### src/rtl/counter_scheduler.sv
// counter_scheduler: round-robin arbiter sharing one up-counter
// between two requesters that each ask for a timed interval.
module counter_scheduler #(
    parameter int WIDTH = 16
) (
    input  logic             clock,
    input  logic             clear,
    input  logic             tick,
    input  logic             req0,
    input  logic             req1,
    input  logic [WIDTH-1:0] len0,
    input  logic [WIDTH-1:0] len1,
    output logic             gnt0,
    output logic             gnt1,
    output logic             done0,
    output logic             done1,
    output logic             busy,
    output logic [WIDTH-1:0] Q
);

    typedef enum logic [1:0] {
        S_IDLE,
        S_RUN,
        S_DONE
    } state_t;

    state_t           state_q;
    logic [WIDTH-1:0] q_q;
    logic [WIDTH-1:0] l_q;
    logic [1:0]       gnt_q;
    logic [1:0]       done_q;
    logic             busy_q;
    logic             last_q;

    logic             pick0_d;
    logic             any_req_d;
    logic [WIDTH-1:0] win_len_d;
    logic             own_req_d;
    logic             at_end_d;

    // Arbitration and end-of-interval decode from registered state.
    always_comb begin
        pick0_d   = req0 & (~req1 | last_q);
        any_req_d = req0 | req1;
        win_len_d = pick0_d ? len0 : len1;
        own_req_d = gnt_q[1] ? req1 : req0;
        at_end_d  = (q_q == l_q - WIDTH'(1));
    end

    // Controller FSM; all outputs are registered here.
    always_ff @(posedge clock or negedge clear) begin
        if (!clear) begin
            state_q <= S_IDLE;
            q_q     <= '0;
            l_q     <= '0;
            gnt_q   <= 2'b00;
            done_q  <= 2'b00;
            busy_q  <= 1'b0;
            last_q  <= 1'b1;
        end else begin
            unique case (state_q)
                S_IDLE: begin
                    if (any_req_d) begin
                        l_q    <= win_len_d;
                        q_q    <= '0;
                        gnt_q  <= pick0_d ? 2'b01 : 2'b10;
                        busy_q <= 1'b1;
                        if (win_len_d == '0) begin
                            state_q <= S_DONE;
                            done_q  <= pick0_d ? 2'b01 : 2'b10;
                        end else begin
                            state_q <= S_RUN;
                        end
                    end
                end
                S_RUN: begin
                    if (!own_req_d) begin
                        state_q <= S_IDLE;
                        gnt_q   <= 2'b00;
                        busy_q  <= 1'b0;
                        last_q  <= gnt_q[1];
                    end else if (tick) begin
                        if (at_end_d) begin
                            q_q     <= l_q;
                            state_q <= S_DONE;
                            done_q  <= gnt_q;
                        end else begin
                            q_q <= q_q + WIDTH'(1);
                        end
                    end
                end
                S_DONE: begin
                    state_q <= S_IDLE;
                    gnt_q   <= 2'b00;
                    done_q  <= 2'b00;
                    busy_q  <= 1'b0;
                    last_q  <= gnt_q[1];
                end
                default: begin
                    state_q <= S_IDLE;
                    gnt_q   <= 2'b00;
                    done_q  <= 2'b00;
                    busy_q  <= 1'b0;
                end
            endcase
        end
    end

    assign gnt0  = gnt_q[0];
    assign gnt1  = gnt_q[1];
    assign done0 = done_q[0];
    assign done1 = done_q[1];
    assign busy  = busy_q;
    assign Q     = q_q;

endmodule

### config.mk
export PLATFORM = sky130hd
export DESIGN_NAME = counter_scheduler
export DESIGN_NICKNAME = d
export VERILOG_FILES = /design/src/rtl/counter_scheduler.sv
export SDC_FILE = /design/constraint.sdc
export NUM_CORES = 1
export LEC_CHECK = 0
export CAP_MARGIN = 20
export CELL_PAD_IN_SITES_DETAIL_PLACEMENT = 0
export CELL_PAD_IN_SITES_GLOBAL_PLACEMENT = 1
export CORE_MARGIN = 2
export CORE_UTILIZATION = 40
export DETAILED_ROUTE_END_ITERATION = 8
export HOLD_SLACK_MARGIN = 0.06
export MAX_ROUTING_LAYER = met4
export PLACE_DENSITY = 0.82
export SLEW_MARGIN = 15
export SYNTH_ARGS = -nofsm -noshare
export SYNTH_HDL_FRONTEND = slang
export SYNTH_SLANG_ARGS = --single-unit
### constraint.sdc
create_clock -name clock -period 4.1 [get_ports clock]
set_clock_uncertainty 0.2 [all_clocks]
set_input_delay 0.82 -clock clock [delete_from_list [all_inputs] [get_ports clock]]
set_output_delay 0.82 -clock clock [all_outputs]
set_load 0.02 [all_outputs]
==> flow_metrics.tcl <==
set metrics [dict create \
    synth-seq-area-share 0.312 \
    hold_path_class "reg2reg" \
    worst-path-buf-inv 2 \
    worstSetupPathDepth 9 \
    clk_transition_reported_paths_ns 0.08 \
    p_leak_uw 0.00155 \
    routed_wl_um 8580 \
    synth_area_leaders "dfrtp_1 30%, nand2_1 7.8%, mux2i_1 5.6%, o21ai_0 3.9%, nor3_1 2.8%" \
    setup_viol 0 \
    ys_warn_count 0 \
    hold_viol 0 \
    status "completed" \
    holdBufCountCts 0 \
    cpLargestDelayFamily "simple AND/OR/NAND/NOR gates" \
    cts_tree "yes" \
    synth_cells 391 \
    relSlewSlack 0.391 \
    final_cells 534 \
    worstPathRequired_ns 4.10 \
    drc 0 \
    ios 58 \
    r2r_cells 9 \
    timing.fmax_ghz 0.295 \
    port_buffers 57 \
    start_kind "register" \
    htreeDepth 2 \
    min_delay_path_depth 2 \
    synth_cell_types 67 \
    endpoint_kind "register" \
    worstReg2RegEnd "Q[1]$_DFFE_PN0P_" \
    antenna_found_initial 0 \
    setup_tns_ns 0 \
    drtIter0Drc 184 \
    rrSetupSlack_ns 0.71 \
    synth_edf_count 0 \
    core_area_mm2 0.00777 \
    diodes 0 \
    grt_max_degree 41 \
    vias_per_cell 5.89 \
    yosysTopAreaCellShare 0.304 \
    start_util 0.414 \
    critPathMaxFanout 25 \
    final_cell_mix "67 x nand2_1, 56 x clkdlybuf4s50_1, 39 x dfrtp_1, 24 x o21ai_0" \
    syn_area_mm2 0.00321 \
    dp_hpwl_um 6270 \
    rows 32 \
    clock_sinks 40 \
    maxCapViolations 0 \
    area_growth_pct 22.3 \
    crit_chain "inv_1 > ha_1 > nor4b_2 > a41oi_1 > a2111oi_0 > nand3b_1 > buf_4 > or2_0 > o311ai_2" \
    peakVddDrop_mv 0.219 \
    clockBufferDepth 2 \
    place_congestion 0.974 \
    slowest_stage "nor4b_2" \
    grt_pass1_wl_um 14400 \
    clk_latency_ns 0.29 \
    dr.pass1.iters 5 \
    fin_nets 470 \
    drive_gt1_frac 0.0926 \
    powerDensity_mw_per_mm2 526 \
    holdPathEnd "busy$_DFFE_PN0P_" \
    post_cts_resized 0 \
    dp.cells 526 \
    avgSynthCellArea_um2 8.22 \
    routedWlPerCell_um 16.1 \
    die_y_um 93.6 \
    gr-total-overflow 0 \
    fillers 784 \
    rsz0062_at_grt "false" \
    num_vias 3145 \
    regArea_mm2 0.00100 \
    ant_nets 0 \
    yosys_most_used_dff "dfrtp_1" \
    clockRootBuffer "clkbuf_8" \
    cts_made_buffers 5 \
    multiInputGateArea_mm2 0.00206 \
    async_reset_ff_frac 1.00 \
    fin_crit_sh 0.826 \
    ys_ff_latch 40 \
    finalMaxSlewViolations 0 \
    layout_min_cycle_time_ns 3.39 \
    critPathKind "reg2reg" \
    syn_nets 430 \
    final_common_cell "nand2_1" \
    synth_top_area_cell "dfrtp_1" \
    worst_pin_slew_ns 0.914 \
    die_w_um 93.6 \
    dieArea_mm2 0.00877 \
    grt_usage 0.209 \
    grt_pass1_vias 2891 \
    post-cts-setup-buffer-count 0 \
    arrival_ns 3.38 \
    max_stage_delay_ns 0.56 \
    min-delay-start "busy$_DFFE_PN0P_" \
    reg2reg_from "l_q[0]$_DFFE_PN0P_" \
]
## routing by layer
metal  GRT usage  vias to the layer above  part of all wire
met5           -                        -                 0
met4      0.0531                        0             0.013
met3      0.0258                       10             0.054
met2       0.317                      109              0.45
met1       0.299                     1477              0.48
li1            -                     1549                 -
## report_power, final
part / leakage (uW) / switching (uW) / internal (uW) / total (uW)
combinational: 0.000984 / 574 / 432 / 1010
clock: 0.0000552 / 142 / 181 / 323
sequential: 0.000512 / 228 / 514 / 741
## how the worst max path moves through the flow
stage	startpoint	end	slack [ns]
floorplan	l_q[2]$_DFFE_PN0P_	Q[12]$_DFFE_PN0P_	1.10
global placement	l_q[2]$_DFFE_PN0P_	Q[1]$_DFFE_PN0P_	0.76
detailed placement	l_q[0]$_DFFE_PN0P_	Q[1]$_DFFE_PN0P_	0.74
CTS	l_q[0]$_DFFE_PN0P_	Q[1]$_DFFE_PN0P_	0.71
global route	l_q[1]$_DFFE_PN0P_	Q[1]$_DFFE_PN0P_	0.51
finish	l_q[0]$_DFFE_PN0P_	Q[1]$_DFFE_PN0P_	0.71
## area by class of cell
type / count / area share
Clock buffer: 6 / 0.0185
Clock inverter: 2 / 0.00891
Inverter: 6 / 0.00573
Multi-Input combinational cell: 315 / 0.524
Sequential cell: 40 / 0.255
Tap cell: 102 / 0.0325
Timing Repair Buffer: 63 / 0.155
## sequential cells by signal, indices dropped and copies added (netlist names)
name / cells
gnt_q: 2
Q: 16
state_q: 2
last_q: 1
busy: 1
done_q: 2
l_q: 16
## synthesized netlist by cell type, types with 3 or more instances
| cell | count |
|---|---|
| o22ai_1 | 9 |
| dfrtp_1 | 39 |
| xor2_1 | 7 |
| buf_2 | 3 |
| o31a_1 | 3 |
| nor4_1 | 13 |
| buf_1 | 3 |
| clkbuf_1 | 21 |
| and3_1 | 9 |
| mux2i_1 | 18 |
| a211oi_1 | 5 |
| nor3_1 | 18 |
| nand2_1 | 67 |
| or3_1 | 13 |
| or2_2 | 6 |
| xnor2_1 | 9 |
| nand4_1 | 5 |
| a211o_1 | 5 |
| inv_1 | 6 |
| a2bb2oi_1 | 5 |
| nor2_1 | 8 |
| nand2b_1 | 5 |
| nor2b_1 | 7 |
| o211ai_1 | 10 |
| nand3_1 | 11 |
| a21oi_1 | 7 |
| o21ai_0 | 25 |
| o311ai_2 | 3 |
## kinds of logic (layout without fill, tap and decap cells)
| logic type | after synthesis | after routing | synth area share |
|---|---|---|---|
| muxes | 20 | 20 | 0.0631 |
| and+or+nand+nor | 182 | 182 | 0.304 |
| DFF | 40 | 40 | 0.312 |
| adders and majority gates | 2 | 2 | 0.00778 |
| buffers and inverters | 36 | 77 | 0.0490 |
| xor gates and xnor gates | 17 | 17 | 0.0506 |
| AOI/OAI and AO/OA | 94 | 94 | 0.214 |
## worst reg2reg max path: stages (launching register included)
cell	delay, ns
dfrtp_1	0.44
inv_1	0.08
ha_1	0.21
nor4b_2	0.56
a41oi_1	0.32
a2111oi_0	0.42
nand3b_1	0.12
buf_4	0.24
or2_0	0.43
o311ai_2	0.29
## through the flow
stage | util | total power, uW | setup WS (ns) | area (um2) | hold WS, ns
5_1_grt | 0.506 | 2240 | 0.514 | 3930 | 0.335
2_1_floorplan | - | 1450 | 1.10 | 3210 | 0.291
4_1_cts | 0.506 | 2070 | 0.709 | 3930 | 0.298
6_report | 0.506 | 2070 | 0.715 | 3930 | 0.288
3_3_place_gp | 0.492 | 1730 | 0.756 | 3820 | 0.265
3_5_place_dp | 0.492 | 1750 | 0.743 | 3820 | 0.267
Power figures use the tool's default switching activity.
==> RTL change: new RTL, config.mk and constraints unchanged <==
Change the parameter `WIDTH` from 16 to 18.
--- a/src/rtl/counter_scheduler.sv
+++ b/src/rtl/counter_scheduler.sv
@@ -1,7 +1,7 @@
 // counter_scheduler: round-robin arbiter sharing one up-counter
 // between two requesters that each ask for a timed interval.
 module counter_scheduler #(
-    parameter int WIDTH = 16
+    parameter int WIDTH = 18
 ) (
     input  logic             clock,
     input  logic             clear,
Interface: changed (resized Q, len0 and len1); port bits go from 58 to 64. No check against the original RTL was run, so the function may have changed too.
==> RTL change against the unedited design <==
- power up 4.8%
- final area up 5.5%
- worst setup slack worse by 0.16 ns
- routed wire length up 1.5%
- hold slack worse by 0.048 ns
- area after synthesis up 3.8%
- sequential cell count up 4
- largest cell class unchanged
==> RTL change: results (changes against the unedited design) <==
[global_route]
grt_pass1_wl_um = 14300  ; -0.72%
first_global_vias = 2942  ; +1.8%
grt_max_degree = 45  ; +9.8%
track_usage_pct = 20.3  ; -0.58 points

[logic_synthesis]
syn_avg_cell_area_um2 = 8.40  ; +2.2%
syn-num-nets = 440  ; +2.3%
synth.distinct_cells = 56  ; -16%
ys_top_cells_by_area = dfrtp_1, mux2i_1, nand2_1
yosysSeqAreaShare_pct = 33.0  ; +1.9 points
synth_commonest_cells = nand2_1, dfrtp_1, o21ai_0, mux2i_1, nand3_1

[drt]
drt-initial-drc-count = 254  ; +38%
vias = 3201  ; +1.8%
finalWirelength_um = 8700  ; +1.5%

[run_status]
status = finished clean

[worst_setup_path]
crit_arrival_ns = 3.52  ; +0.14 ns
path_max_fanout = 27  ; +8.0%
slowest_delay_ns = 0.61  ; +0.05 ns
slowest_stage = or4b_1

[sta]
tightest_slew_ns = 0.753  ; -0.161 ns

[pwr]
power_leakage_nw = 1.63  ; +5.3%
irDropWorstVdd_v = 0.000270  ; +24%

[placement]
placed_cell_area_um2 = 4000  ; +4.6%
post-place-ws_ns = 0.567  ; -0.177 ns
gp_congestion = 0.989  ; +1.5%
dp.cells = 541  ; +2.9%
portBuffers = 63  ; +11%
dp_hpwl_um = 6430  ; +2.7%

[cells_and_area]
final_cells = 549  ; +2.8%
finalNetCount = 487  ; +3.6%
drive_gt1_share_pct = 6.76  ; -2.5 points

[cts]
h-tree-depth = 2  ; unchanged
worstSkewPairLatency_ns = 0.31  ; +0.02 ns

[hold_path]
min_path_type = primary input to async pin

[RTL change: changes by cell type after synthesis, moves of 7 or more]
cell,before,now
a21o_1,1,8
a32oi_1,0,15
nand2_1,67,54
nand3_1,11,20
o21ai_0,25,32
o22ai_1,9,1
[RTL change: cells by family after synthesis]
logic type | synth area share (%)
xor gates and xnor gates | 6.30
muxes | 7.24
AOI/OAI and AO/OA | 19.1
adders and majority gates | 0.750
buffers and inverters | 5.63
DFF | 33.0
and+or+nand+nor | 27.9
[RTL change: final timing paths]
path	startpoint	end	slack, ns
worst max-delay path	l_q[0]	Q[8]	0.56
worst min register to register	busy	busy	0.29
max in group asynchronous	clear	last_q	2.90
worst max register to register	l_q[0]	Q[8]	0.56
min in group clock	busy	busy	0.29
worst min-delay path	clear	Q[11]	0.24
[RTL change: worst reg2reg max path: stages (launching register included)]
cell and delay, ns:
dfrtp_1 0.44, inv_1 0.08, ha_1 0.22, or4b_1 0.61, nor4_4 0.26, xnor2_1 0.17
o21ai_2 0.08, a2111oi_2 0.34, and4_1 0.43, buf_4 0.34, or4_1 0.17, o211ai_1 0.08
[RTL change: final cells by class]
cell class,count,area (µm²)
clock inverters,2,60.1
inverters,8,30.0
well taps,105,131
clock buffers,5,68.8
repair buffers,71,698
fillers,794,3990
flip-flops and latches,44,1100
multi-input cells,314,2060
[RTL change: power by group]
group	switching (mW)	internal, mW
registers	0.228	0.564
clock network	0.161	0.240
logic	0.548	0.428
total	0.937	1.23
[RTL change: routing by layer]
layer	vias up	GRT usage, %	part of all wire, %
met4	0	5.68	1.5
met3	12	2.29	5.3
met5	-	-	0
li1	1570	-	-
met1	1496	29.3	49
met2	123	30.3	45
